<file path="src/rtl/pbp_ghr_ctrl.sv">
// ---------------------------------------------------------------------------
// PbpGhrCtrl : global-history manager for the perceptron branch predictor.
//
// Keeps two global history registers:
//   - speculative GHR: shifted by every accepted prediction; it supplies the
//     history used by the prediction currently being made
//   - committed GHR  : shifted by every accepted (in-order) resolution
// In-flight predicted branches sit in an in-order checkpoint queue holding
// their PC and the history they were predicted with. A mispredict or a
// frontend flush empties the queue and rewinds the speculative GHR. Each
// accepted resolution produces one registered training record.
//
// Ports:
//   clk_i, rst_i          clock, synchronous active-high reset
//   flush_i               frontend flush, drops all in-flight checkpoints
//   debug_mode_i          blocks allocation and ignores resolutions
//   pred_valid_i/pc/taken prediction issued by decode
//   pred_ready_o          a checkpoint can be allocated this cycle
//   pred_tag_o            slot handed to the accepted prediction
//   spec_history_o        speculative GHR (pre-shift in the accept cycle)
//   commit_history_o      committed GHR
//   resolve_*_i           resolution of the oldest in-flight branch
//   upd_*_o               one-cycle training record for the predictor
//   count_o               number of occupied checkpoints
// ---------------------------------------------------------------------------
module pbp_ghr_ctrl #(
  parameter int GHR_LENGTH = 10,
  parameter int NR_CKPT    = 8,
  parameter int TAG_W      = $clog2(NR_CKPT),
  parameter int VLEN       = 64
) (
  input  logic                  clk_i,
  input  logic                  rst_i,
  input  logic                  flush_i,
  input  logic                  debug_mode_i,
  input  logic                  pred_valid_i,
  input  logic [VLEN-1:0]       pred_pc_i,
  input  logic                  pred_taken_i,
  output logic                  pred_ready_o,
  output logic [TAG_W-1:0]      pred_tag_o,
  output logic [GHR_LENGTH-1:0] spec_history_o,
  output logic [GHR_LENGTH-1:0] commit_history_o,
  input  logic                  resolve_valid_i,
  input  logic [TAG_W-1:0]      resolve_tag_i,
  input  logic                  resolve_taken_i,
  input  logic                  resolve_mispredict_i,
  output logic                  upd_valid_o,
  output logic [VLEN-1:0]       upd_pc_o,
  output logic [GHR_LENGTH-1:0] upd_history_o,
  output logic                  upd_taken_o,
  output logic                  upd_mispredict_o,
  output logic [TAG_W:0]        count_o
);

  localparam logic [TAG_W:0]   FULL_COUNT = (TAG_W+1)'(NR_CKPT);
  localparam logic [TAG_W-1:0] TAG_ONE    = (TAG_W)'(1);

  logic [GHR_LENGTH-1:0] r_specGhr;
  logic [GHR_LENGTH-1:0] r_commitGhr;
  logic [TAG_W-1:0]      r_head;
  logic [TAG_W-1:0]      r_tail;
  logic [TAG_W:0]        r_count;

  // The predicted direction is not stored: training uses the actual
  // direction and mispredict flag supplied with the resolution.
  logic [VLEN-1:0]       r_slotPc   [NR_CKPT];
  logic [GHR_LENGTH-1:0] r_slotHist [NR_CKPT];

  logic                  r_updValid;
  logic [VLEN-1:0]       r_updPc;
  logic [GHR_LENGTH-1:0] r_updHist;
  logic                  r_updTaken;
  logic                  r_updMispredict;

  logic                  w_accept;
  logic                  w_resAccept;
  logic                  w_mispredict;
  logic [GHR_LENGTH-1:0] w_commitNext;
  logic [GHR_LENGTH-1:0] w_specShift;

  // Handshake and resolution qualification. Ready deliberately looks at the
  // raw mispredict request (not the qualified one) so a restore cycle never
  // races with a new allocation.
  always_comb begin
    pred_ready_o = (r_count < FULL_COUNT) && !debug_mode_i && !flush_i &&
                   !(resolve_valid_i && resolve_mispredict_i);
    w_accept     = pred_valid_i && pred_ready_o;
    w_resAccept  = resolve_valid_i && (r_count != '0) &&
                   (resolve_tag_i == r_head) && !debug_mode_i;
    w_mispredict = w_resAccept && resolve_mispredict_i;
    w_commitNext = {r_commitGhr[GHR_LENGTH-2:0], resolve_taken_i};
    w_specShift  = {r_specGhr[GHR_LENGTH-2:0], pred_taken_i};
  end

  assign pred_tag_o       = r_tail;
  assign spec_history_o   = r_specGhr;
  assign commit_history_o = r_commitGhr;
  assign count_o          = r_count;
  assign upd_valid_o      = r_updValid;
  assign upd_pc_o         = r_updPc;
  assign upd_history_o    = r_updHist;
  assign upd_taken_o      = r_updTaken;
  assign upd_mispredict_o = r_updMispredict;

  // Checkpoint payload storage; contents are only meaningful while counted
  // as occupied, so it needs no reset.
  always_ff @(posedge clk_i) begin
    if (!rst_i && w_accept) begin
      r_slotPc[r_tail]   <= pred_pc_i;
      r_slotHist[r_tail] <= r_specGhr;
    end
  end

  // History registers and queue pointers. A mispredict outranks a flush;
  // a flush still lets a same-cycle correct resolution commit first, which
  // is why the spec GHR is reloaded from the post-resolution commit value.
  always_ff @(posedge clk_i) begin
    if (rst_i) begin
      r_specGhr   <= '0;
      r_commitGhr <= '0;
      r_head      <= '0;
      r_tail      <= '0;
      r_count     <= '0;
    end else begin
      if (w_resAccept) begin
        r_commitGhr <= w_commitNext;
      end
      if (w_mispredict) begin
        r_specGhr <= w_commitNext;
        r_head    <= r_head + TAG_ONE;
        r_tail    <= r_head + TAG_ONE;
        r_count   <= '0;
      end else if (flush_i) begin
        r_specGhr <= w_resAccept ? w_commitNext : r_commitGhr;
        r_head    <= r_tail;
        r_count   <= '0;
      end else begin
        if (w_accept) begin
          r_specGhr <= w_specShift;
          r_tail    <= r_tail + TAG_ONE;
        end
        if (w_resAccept) begin
          r_head <= r_head + TAG_ONE;
        end
        case ({w_accept, w_resAccept})
          2'b10:   r_count <= r_count + 1'b1;
          2'b01:   r_count <= r_count - 1'b1;
          default: r_count <= r_count;
        endcase
      end
    end
  end

  // Training record: a one-cycle pulse per accepted resolution, payload
  // zeroed otherwise so the update port is quiet between records.
  always_ff @(posedge clk_i) begin
    if (rst_i || !w_resAccept) begin
      r_updValid      <= 1'b0;
      r_updPc         <= '0;
      r_updHist       <= '0;
      r_updTaken      <= 1'b0;
      r_updMispredict <= 1'b0;
    end else begin
      r_updValid      <= 1'b1;
      r_updPc         <= r_slotPc[r_head];
      r_updHist       <= r_slotHist[r_head];
      r_updTaken      <= resolve_taken_i;
      r_updMispredict <= resolve_mispredict_i;
    end
  end

endmodule

</file>
<file path="config.mk">
export PLATFORM = sky130hd
export DESIGN_NAME = pbp_ghr_ctrl
export DESIGN_NICKNAME = d
export VERILOG_FILES = /design/src/rtl/pbp_ghr_ctrl.sv
export SDC_FILE = /design/constraint.sdc
export NUM_CORES = 1
export LEC_CHECK = 0
export CORE_ASPECT_RATIO = 2
export CORE_MARGIN = 2
export CORE_UTILIZATION = 55
export CTS_BUF_LIST = sky130_fd_sc_hd__clkbuf_8
export DETAILED_ROUTE_END_ITERATION = 6
export GPL_ROUTABILITY_DRIVEN = 1
export GPL_TIMING_DRIVEN = 0
export HOLD_SLACK_MARGIN = 0.02
export PLACE_DENSITY = 0.73
export SETUP_SLACK_MARGIN = 0.5
export SYNTH_ARGS = -nofsm -noshare
export SYNTH_HDL_FRONTEND = slang
export SYNTH_SLANG_ARGS = --single-unit
</file>
<file path="constraint.sdc">
create_clock -name clk_i -period 19.9 [get_ports clk_i]
set_clock_uncertainty 0.1 [all_clocks]
set_input_delay 3.98 -clock clk_i [delete_from_list [all_inputs] [get_ports clk_i]]
set_output_delay 3.98 -clock clk_i [all_outputs]
set_load 0.01 [all_outputs]
</file>
==> results of run 1 <==
-- routing by layer --
metal	vias up	wire (um)
li1	5569	-
met1	6608	21700
met2	506	27600
met3	89	4040
met4	2	1200
met5	-	13
-- worst max-delay path: cells and delay by family --
family,cells,cell delay [ns]
buffers and inverters,2,1.31
AO/OA/AOI/OAI,1,0.69
-- metrics by stage --
step | hold slack, ns | instance area, sq um | instances | util | power, mW
2_1_floorplan | 0.389 | 25700 | 1218 | - | 1.66
3_3_place_gp | 0.371 | 28300 | 2024 | 0.610 | 1.70
3_5_place_dp | 0.378 | 29100 | 2065 | 0.628 | 1.71
4_1_cts | 0.420 | 31000 | 2237 | 0.668 | 2.75
5_1_grt | 0.421 | 31000 | 2239 | 0.668 | 2.80
6_report | 0.419 | 31000 | 2241 | 0.668 | 2.72
-- flip-flops by register name, summed over array words and instances, names as in the netlist --
name and flops:
commit_history_o 10, count_o 4, pred_tag_o 3, r_head 3, r_slotHist 80, r_slotPc 512, spec_history_o 10, upd_history_o 10
upd_mispredict_o 1, upd_pc_o 64, upd_taken_o 1, upd_valid_o 1
-- worst max path at each step --
| stage | from | end | slack, ns | depth (start not counted) |
|---|---|---|---|---|
| CTS | resolve_mispredict_i | pred_ready_o | 9.86 | 3 |
| detailed placement | resolve_mispredict_i | pred_ready_o | 9.87 | 3 |
| finish | resolve_mispredict_i | pred_ready_o | 9.84 | 3 |
| global route | resolve_mispredict_i | pred_ready_o | 9.78 | 3 |
| global placement | resolve_mispredict_i | r_slotPc[0][52]$_DFFE_PP_ | 2.99 | 5 |
| floorplan | resolve_mispredict_i | r_slotHist[0][0]$_DFFE_PP_ | 9.17 | 4 |
-- cell families (layout without fill, tap and decap cells) --
family / after synthesis / count (layout) / synth area share
flip-flops: 699 / 699 / 0.774
multiplexers: 244 / 244 / 0.167
AND/OR/NAND/NOR: 159 / 159 / 0.0281
buffers and inverters: 65 / 457 / 0.0143
AO/OA/AOI/OAI: 35 / 35 / 0.00992
XOR/XNOR: 11 / 11 / 0.00404
adder cells (fa/ha/maj): 5 / 5 / 0.00243
other: 0 / 4 / 0
-- cell type report --
class,count,area [sq um]
Antenna cell,4,10.0
Clock inverter,71,438
Buffer,62,357
Fill cell,3041,15400
Sequential cell,699,19900
Multi-Input combinational cell,454,5510
Clock buffer,101,1390
Inverter,3,11.3
Tap cell,627,785
Timing Repair Buffer,220,2550
-- power by group --
| group | leakage (nW) | internal [mW] | switching, mW |
|---|---|---|---|
| clock network | 1.08 | 0.535 | 0.510 |
| registers | 6.25 | 1.59 | 0.00204 |
| logic | 2.62 | 0.0414 | 0.0439 |
-- cell usage in the layout, fill, tap and decap left out, drive strengths merged, types with 2 or more instances in the layout --
cell type,synthesis,final
edfxtp,592,592
o211ai,2,2
inv,3,44
a21oi,12,12
nor2b,2,2
nor3,7,7
xor2,3,3
clkdlybuf4s50,0,179
mux2i,86,86
clkinv,0,22
nand2,28,28
mux4,148,148
nand3,4,4
nor2,89,89
o22ai,10,10
nor4,5,5
a211oi,2,2
buf,43,84
nand2b,14,14
o21ai,5,5
ha,5,5
mux2,10,10
clkinvlp,0,3
bufinv,0,5
dfxtp,107,107
diode,0,4
xnor2,8,8
clkbuf,19,120
==> impl_metrics.py, run 1 <==
metrics = {
    "outcome": {
        "status": "complete, no violations",
    },
    "clock_network": {
        "clock-sinks": 699,
        "path_clk_slew_ns": 0.07,
        "postCtsSetupBuffers": 0,
        "numCtsBuffers": 91,
        "clk_latency_ns": 0.66,
        "cts_resized": 0,
        "cts_buffer_depth": 3,
        "cts-root-buf": "clkbuf_8",
        "htree_num_levels": 3,
        "holdBufCountCts": 0,
        "tritoncts": "built",
    },
    "sta": {
        "min_period_over_period": 0.505,
        "fmaxAchievable_ghz": 0.0994,
        "finalSetupTns_ns": 0,
        "slew_headroom": 0.346,
        "finalHoldViolCount": 0,
        "setup_viol": 0,
        "fin_ws_ns": 9.84,
        "finalMaxSlewViolations": 0,
        "period_needed_ns": 10.06,
        "worst_slew_pin_slew_ns": 0.981,
        "grt_setup_unrepaired": "no",
    },
    "critical_path": {
        "path_cells": "clkdlybuf4s50_1, a2111oi_4, clkdlybuf4s50_1",
        "cpPeakStageDelay_ns": 0.70,
        "reg2reg_slack_ns": 16.55,
        "worstPathRequired_ns": 15.82,
        "worstSetupStartpointType": "primary input",
        "timing.rr.start": "count_o[3]$_SDFFE_PP0P_",
        "cp.arrival_ns": 5.98,
        "crit_top_cell": "clkdlybuf4s50_1",
        "cp_slowest_cell": "clkdlybuf4s50_1",
        "rr_worst_depth": 8,
        "cp-end-kind": "output port",
        "reg2reg_to": "r_slotPc[1][43]$_DFFE_PP_",
        "cp_max_fo": 6,
        "path_class": "primary input to output port",
    },
    "yosys": {
        "netlist_top_cells_count": "592 x edfxtp_1, 148 x mux4_2, 107 x dfxtp_1",
        "synth_most_common_cell": "edfxtp_1",
        "synthCells": 1218,
        "synth-edff-count": 592,
        "synth-seq-cells": 699,
        "yosysTopAreaCell": "edfxtp_1",
        "yosysSeqAreaShare": 0.774,
        "syn_nets": 1299,
        "synthArstFlopShare": 0,
        "ys_top_cells_by_area": "edfxtp_1 69%, mux4_2 13%, dfxtp_1 8.3%",
        "synth_top_area_share": 0.691,
        "ys.warnings.count": 0,
        "synthFlopType": "edfxtp_1",
        "yosysUniqueCellTypes": 52,
        "syn_area_per_cell_sq_um": 21.1,
        "mappedNetlistArea_sq_mm": 0.0257,
    },
    "min_path": {
        "holdPathStages": 2,
        "min-delay-start": "commit_history_o[9]$_SDFF_PP0_",
        "hold_class": "register to register",
        "holdPathEnd": "commit_history_o[9]$_SDFF_PP0_",
    },
    "route": {
        "antenna_left": 0,
        "drcViolationCount": 0,
        "detail_route.iter0.violations": 870,
        "vias": 12800,
        "routed_wl_um": 54600,
        "first_pass_iters": 5,
        "routedWlPerCell_um": 24.4,
        "drt-vias-per-instance": 5.70,
    },
    "placement": {
        "hpwl_um": 34700,
        "place_ws_ns": 9.87,
        "port_buffers": 179,
        "finalWeightedCongestion": 0.829,
    },
    "finish": {
        "drive_gt1_frac": 0.239,
        "area_growth_pct": 20.3,
        "nets": 1612,
    },
    "grt": {
        "grt_remaining_overflow": 0,
        "grt_busiest_layer": "met2",
        "grt_pass1_wl_um": 81200,
        "grt_max_degree": 25,
        "use_met2": 0.382,
        "use_met3": 0.0532,
        "antenna_found_initial": 3,
        "first_global_vias": 13600,
        "grtUsageMet1": 0.303,
        "grt_use_total": 0.230,
    },
    "power": {
        "power.density_mw_per_mm2": 87.8,
        "leakage_nw": 9.96,
        "peakVddDrop_v": 0.0000740,
    },
    "floorplan": {
        "ios": 181,
        "die_h_um": 310,
        "start_util": 0.555,
        "coreArea_sq_mm": 0.0464,
        "rows": 112,
        "fp.dieW_um": 157,
        "die_area_sq_mm": 0.0487,
    },
    "run": {
        "cap_violations": 0,
    },
}
Power figures use the tool's default switching activity.
==> run 2, diff against run 1 <==
- PLACE_DENSITY: 0.73 -> 0.76
- clock period: 19.9 -> 8.9 ns (I/O delays scaled with it)
==> run 2 against run 1 <==
Effect of this change: first-iteration DRC count grew 20%; routed wire length decreased by 0.28%; combinational power is 120% higher; die area did not move; largest cell class unchanged.
==> impl_metrics.py, run 2 (synthesis gave the netlist of run 1 again) <==
metrics = {
    "route": {
        "routedWlPerCell_um": 24.5,
        "vias": 12800,
        "antenna_left": 0,
        "first_pass_iters": 5,
        "detail_route.iter0.violations": 1043,
        "routed_wl_um": 54500,
        "drt-vias-per-instance": 5.74,
        "drcViolationCount": 0,
    },
    "critical_path": {
        "cp-end-kind": "output port",
        "cp_top_family": "buffers and inverters",
        "worstPathRequired_ns": 7.02,
        "critPathBufInv": 2,
        "path_class": "primary input to output port",
        "cp_slowest_cell": "a2111oi_4",
        "cp_max_fo": 6,
        "cp.depth": 3,
        "rr_worst_depth": 10,
        "crit_top_cell": "clkdlybuf4s50_1",
        "cp.arrival_ns": 3.72,
        "path_cells": "clkdlybuf4s50_1, a2111oi_4, clkdlybuf4s50_1",
        "cpPeakStageDelay_ns": 0.68,
        "worstSetupStartpointType": "primary input",
    },
    "finish": {
        "final_cell_mix": "592 x edfxtp_1, 179 x clkdlybuf4s50_1, 148 x mux4_2, 107 x dfxtp_1, 100 x clkbuf_8",
        "drive_gt1_frac": 0.234,
        "finalNonFillerCells": 2225,
        "nets": 1604,
        "largest_register": "r_slotPc",
        "layout_commonest_cell": "edfxtp_1",
        "fillers": 2988,
        "area_growth_pct": 19.7,
        "largest_register_ffs": 512,
    },
    "sta": {
        "finalSetupTns_ns": 0,
        "finalHoldViolCount": 0,
        "fin_ws_ns": 3.30,
        "worst_slew_pin_slew_ns": 0.988,
        "period_needed_ns": 5.60,
        "grt_setup_unrepaired": "no",
        "finalMaxSlewViolations": 0,
        "fmaxAchievable_ghz": 0.178,
        "slew_headroom": 0.339,
        "min_period_over_period": 0.630,
        "setup_viol": 0,
    },
    "grt": {
        "grt_pass1_wl_um": 81400,
        "grt_use_total": 0.229,
        "grt_max_degree": 25,
        "grt_remaining_overflow": 0,
        "first_global_vias": 13500,
        "antenna_found_initial": 6,
    },
    "clock_network": {
        "path_clk_slew_ns": 0.07,
        "htree_num_levels": 3,
        "numCtsBuffers": 89,
        "cts-root-buf": "clkbuf_8",
        "clock-sinks": 699,
        "cts_resized": 0,
        "holdBufCountCts": 0,
        "cts_buffer_depth": 3,
        "postCtsSetupBuffers": 0,
        "tritoncts": "built",
        "clk_latency_ns": 0.66,
    },
    "min_path": {
        "hold_class": "register to register",
        "holdPathStages": 2,
    },
    "floorplan": {
        "start_util": 0.555,
        "coreArea_sq_mm": 0.0464,
        "rows": 112,
        "ios": 181,
        "fp.dieW_um": 157,
        "die_h_um": 310,
        "die_area_sq_mm": 0.0487,
    },
    "power": {
        "power.density_mw_per_mm2": 195,
        "peakVddDrop_v": 0.000150,
        "leakage_nw": 9.81,
    },
    "placement": {
        "port_buffers": 179,
        "dpl.cell_count": 2059,
        "place_ws_ns": 3.29,
        "finalWeightedCongestion": 0.821,
        "hpwl_um": 34700,
    },
    "outcome": {
        "status": "complete, no violations",
    },
    "run": {
        "cap_violations": 0,
    },
}
==> run 2: final cells by class <==
type,instances,area [sq um],share of cell area
Buffer,62,357,0.0116
Antenna cell,2,5.00,0.000162
Clock buffer,99,1360,0.0442
Tap cell,627,785,0.0255
Clock inverter,65,388,0.0126
Inverter,3,11.3,0.000365
Multi-Input combinational cell,454,5510,0.179
Sequential cell,699,19900,0.646
Timing Repair Buffer,214,2480,0.0804
==> run 2: report_power, final <==
part	switching (mW)	total (mW)	internal, mW
sequential	0.00449	3.55	3.55
combinational	0.0982	0.191	0.0929
clock	1.13	2.28	1.14
total	1.24	6.02	4.79
==> run 2: final timing paths <==
| path | startpoint | slack (ns) | end |
|---|---|---|---|
| worst min register to register | commit_history_o[0]$_SDFF_PP0_ | 0.40 | commit_history_o[1]$_SDFF_PP0_ |
| worst max-delay path | resolve_mispredict_i | 3.30 | pred_ready_o |
| worst min-delay path | commit_history_o[0]$_SDFF_PP0_ | 0.40 | commit_history_o[1]$_SDFF_PP0_ |
| worst max register to register | count_o[3]$_SDFFE_PP0P_ | 5.32 | r_slotPc[1][52]$_DFFE_PP_ |
==> run 2: metal layers <==
| layer | routed length [um] | share of wire | track usage |
|---|---|---|---|
| met5 | 57 | 0.0010 | 0 |
| met4 | 1050 | 0.019 | 0.0649 |
| met3 | 4010 | 0.074 | 0.0578 |
| met2 | 27800 | 0.51 | 0.385 |
| met1 | 21500 | 0.39 | 0.300 |
==> run 2: stage by stage <==
| step | cell area (sq um) | hold WS [ns] | util | power [mW] |
|---|---|---|---|---|
| after floorplan | 25700 | 0.389 | - | 3.72 |
| after global placement | 28300 | 0.375 | 0.611 | 3.81 |
| after detailed placement | 29100 | 0.383 | 0.627 | 3.82 |
| after CTS | 30800 | 0.396 | 0.664 | 6.07 |
| after global routing | 30800 | 0.439 | 0.664 | 6.21 |
| final | 30800 | 0.403 | 0.664 | 6.02 |
==> run 2: tightest hold or removal path: stages (launching register included) <==
cell and delay [ns]:
dfxtp_1 0.34, nand2_1 0.06, a21oi_1 0.05
==> run 3, diff against run 2 <==
- clock period: 8.9 -> 4.7 ns (I/O delays scaled with it)
==> run 3 against run 2 <==
Effect of this change: critical path depth up 5; via count up 1.2%; total power up 90%; sequential power up 90%; worst setup slack worse by 2.6 ns; critical path type is now primary input to register; largest power group unchanged.
==> impl_metrics.py, run 3 (synthesis gave the netlist of run 1 again) <==
metrics = {
    "placement": {
        "dpl-instance-area_sq_mm": 0.0291,
        "finalWeightedCongestion": 0.804,
        "port_buffers": 179,
        "hpwl_um": 35100,
        "place_ws_ns": 0.0497,
        "dpl.cell_count": 2057,
    },
    "sta": {
        "slew_headroom": 0.368,
        "holdWs_ns": 0.403,
        "finalMaxSlewViolations": 0,
        "min_period_over_period": 0.856,
        "period_needed_ns": 4.02,
        "worst_slew_pin_slew_ns": 0.948,
        "fmaxAchievable_ghz": 0.248,
        "setup_viol": 0,
        "finalHoldViolCount": 0,
        "finalSetupTns_ns": 0,
        "grt_setup_unrepaired": "no",
        "fin_ws_ns": 0.676,
    },
    "critical_path": {
        "reg2reg_slack_ns": 1.25,
        "cp.arrival_ns": 4.28,
        "path_class": "primary input to register",
        "cp_top_family": "simple AND/OR/NAND/NOR gates",
        "cpPeakStageDelay_ns": 0.71,
        "crit_top_cell": "buf_8",
        "rr_worst_depth": 7,
        "worstSetupStartpointType": "primary input",
        "reg2reg_to": "r_slotPc[0][63]$_DFFE_PP_",
        "cp_slowest_cell": "a2111oi_4",
        "path_cells": "clkdlybuf4s50_1, a2111oi_4, nand2_2, or3_4, nor3_4, buf_8, buf_16, buf_8",
        "critPathBufInv": 4,
        "worstPathRequired_ns": 4.95,
        "timing.rr.start": "count_o[3]$_SDFFE_PP0P_",
        "cp_max_fo": 15,
        "cp-end-kind": "register",
    },
    "grt": {
        "first_global_vias": 13700,
        "antenna_found_initial": 2,
        "grt_pass1_wl_um": 82600,
        "grt_max_degree": 24,
        "grt_use_total": 0.233,
        "grt_remaining_overflow": 0,
    },
    "route": {
        "routed_wl_um": 55200,
        "drt-vias-per-instance": 5.79,
        "routedWlPerCell_um": 24.8,
        "antenna_left": 0,
        "detail_route.iter0.violations": 1033,
        "first_pass_iters": 7,
        "vias": 12900,
        "drcViolationCount": 0,
    },
    "clock_network": {
        "holdBufCountCts": 0,
        "cts-root-buf": "clkbuf_8",
        "cts_buffer_depth": 3,
        "htree_num_levels": 3,
        "clk_latency_ns": 0.67,
        "clock-sinks": 699,
        "numCtsBuffers": 92,
        "path_clk_slew_ns": 0.07,
        "postCtsSetupBuffers": 0,
        "cts_resized": 0,
        "tritoncts": "built",
    },
    "finish": {
        "postLayoutCellArea_sq_mm": 0.0309,
        "layout_commonest_cell": "edfxtp_1",
        "area_growth_pct": 20.1,
        "drive_gt1_frac": 0.238,
        "multi_input_area_sq_mm": 0.00553,
        "finalNonFillerCells": 2231,
        "fillers": 3013,
        "ff_latch_area_sq_mm": 0.0199,
        "final_util": 0.667,
        "final_cell_mix": "592 x edfxtp_1, 179 x clkdlybuf4s50_1, 148 x mux4_2, 107 x dfxtp_1, 106 x clkbuf_8",
        "largest_register_ffs": 512,
        "nets": 1605,
        "largest_register": "r_slotPc",
    },
    "floorplan": {
        "die_h_um": 310,
        "die_area_sq_mm": 0.0487,
        "fp.dieW_um": 157,
        "ios": 181,
        "rows": 112,
        "start_util": 0.555,
        "coreArea_sq_mm": 0.0464,
    },
    "power": {
        "power.density_mw_per_mm2": 370,
        "leakage_nw": 9.88,
        "peakVddDrop_v": 0.000283,
        "power_mw": 11.4,
    },
    "outcome": {
        "status": "complete, no violations",
    },
    "min_path": {
        "holdPathEnd": "commit_history_o[1]$_SDFF_PP0_",
        "min-delay-start": "commit_history_o[0]$_SDFF_PP0_",
        "holdPathStages": 2,
        "hold_class": "register to register",
    },
    "run": {
        "cap_violations": 0,
    },
}
[run 3: cell count changes in the layout (fill, tap and decap cells not counted), sizes merged]
cell | before | now
clkinvlp | 1 | 5
diode | 2 | 1
inv | 29 | 38
buf | 78 | 76
bufinv | 4 | 2
clkinv | 34 | 26
clkbuf | 118 | 124
[run 3: how the worst max path moves through the flow]
stage	startpoint	end	cells after the start
global route	resolve_mispredict_i	r_slotPc[0][63]$_DFFE_PP_	8
global placement	resolve_mispredict_i	r_slotPc[4][51]$_DFFE_PP_	5
CTS	resolve_mispredict_i	pred_ready_o	3
finish	resolve_mispredict_i	r_slotPc[0][63]$_DFFE_PP_	8
floorplan	resolve_valid_i	r_slotHist[2][0]$_DFFE_PP_	4
detailed placement	resolve_mispredict_i	r_slotPc[0][51]$_DFFE_PP_	8
[run 3: cell type report]
cell class | count | share of cell area
flip-flops and latches | 699 | 0.644
multi-input cells | 454 | 0.179
repair buffers | 212 | 0.0814
clock buffers | 105 | 0.0467
well taps | 627 | 0.0254
plain buffers | 62 | 0.0115
clock inverters | 68 | 0.0115
inverters | 3 | 0.000364
diodes | 1 | 0.0000809
[run 3: where the power goes]
group	switching, mW	internal (mW)
Clock	2.16	2.17
Sequential	0.00858	6.72
Combinational	0.187	0.176
[run 3: per-layer routing]
layer,track usage,part of all wire
met5,0,0.00022
met3,0.0500,0.080
met2,0.394,0.51
met1,0.307,0.39
met4,0.0713,0.018
[run 3: worst min-delay path: stages (launching register included)]
cell     delay [ns]
dfxtp_1        0.34
nand2_1        0.07
a21oi_1        0.05
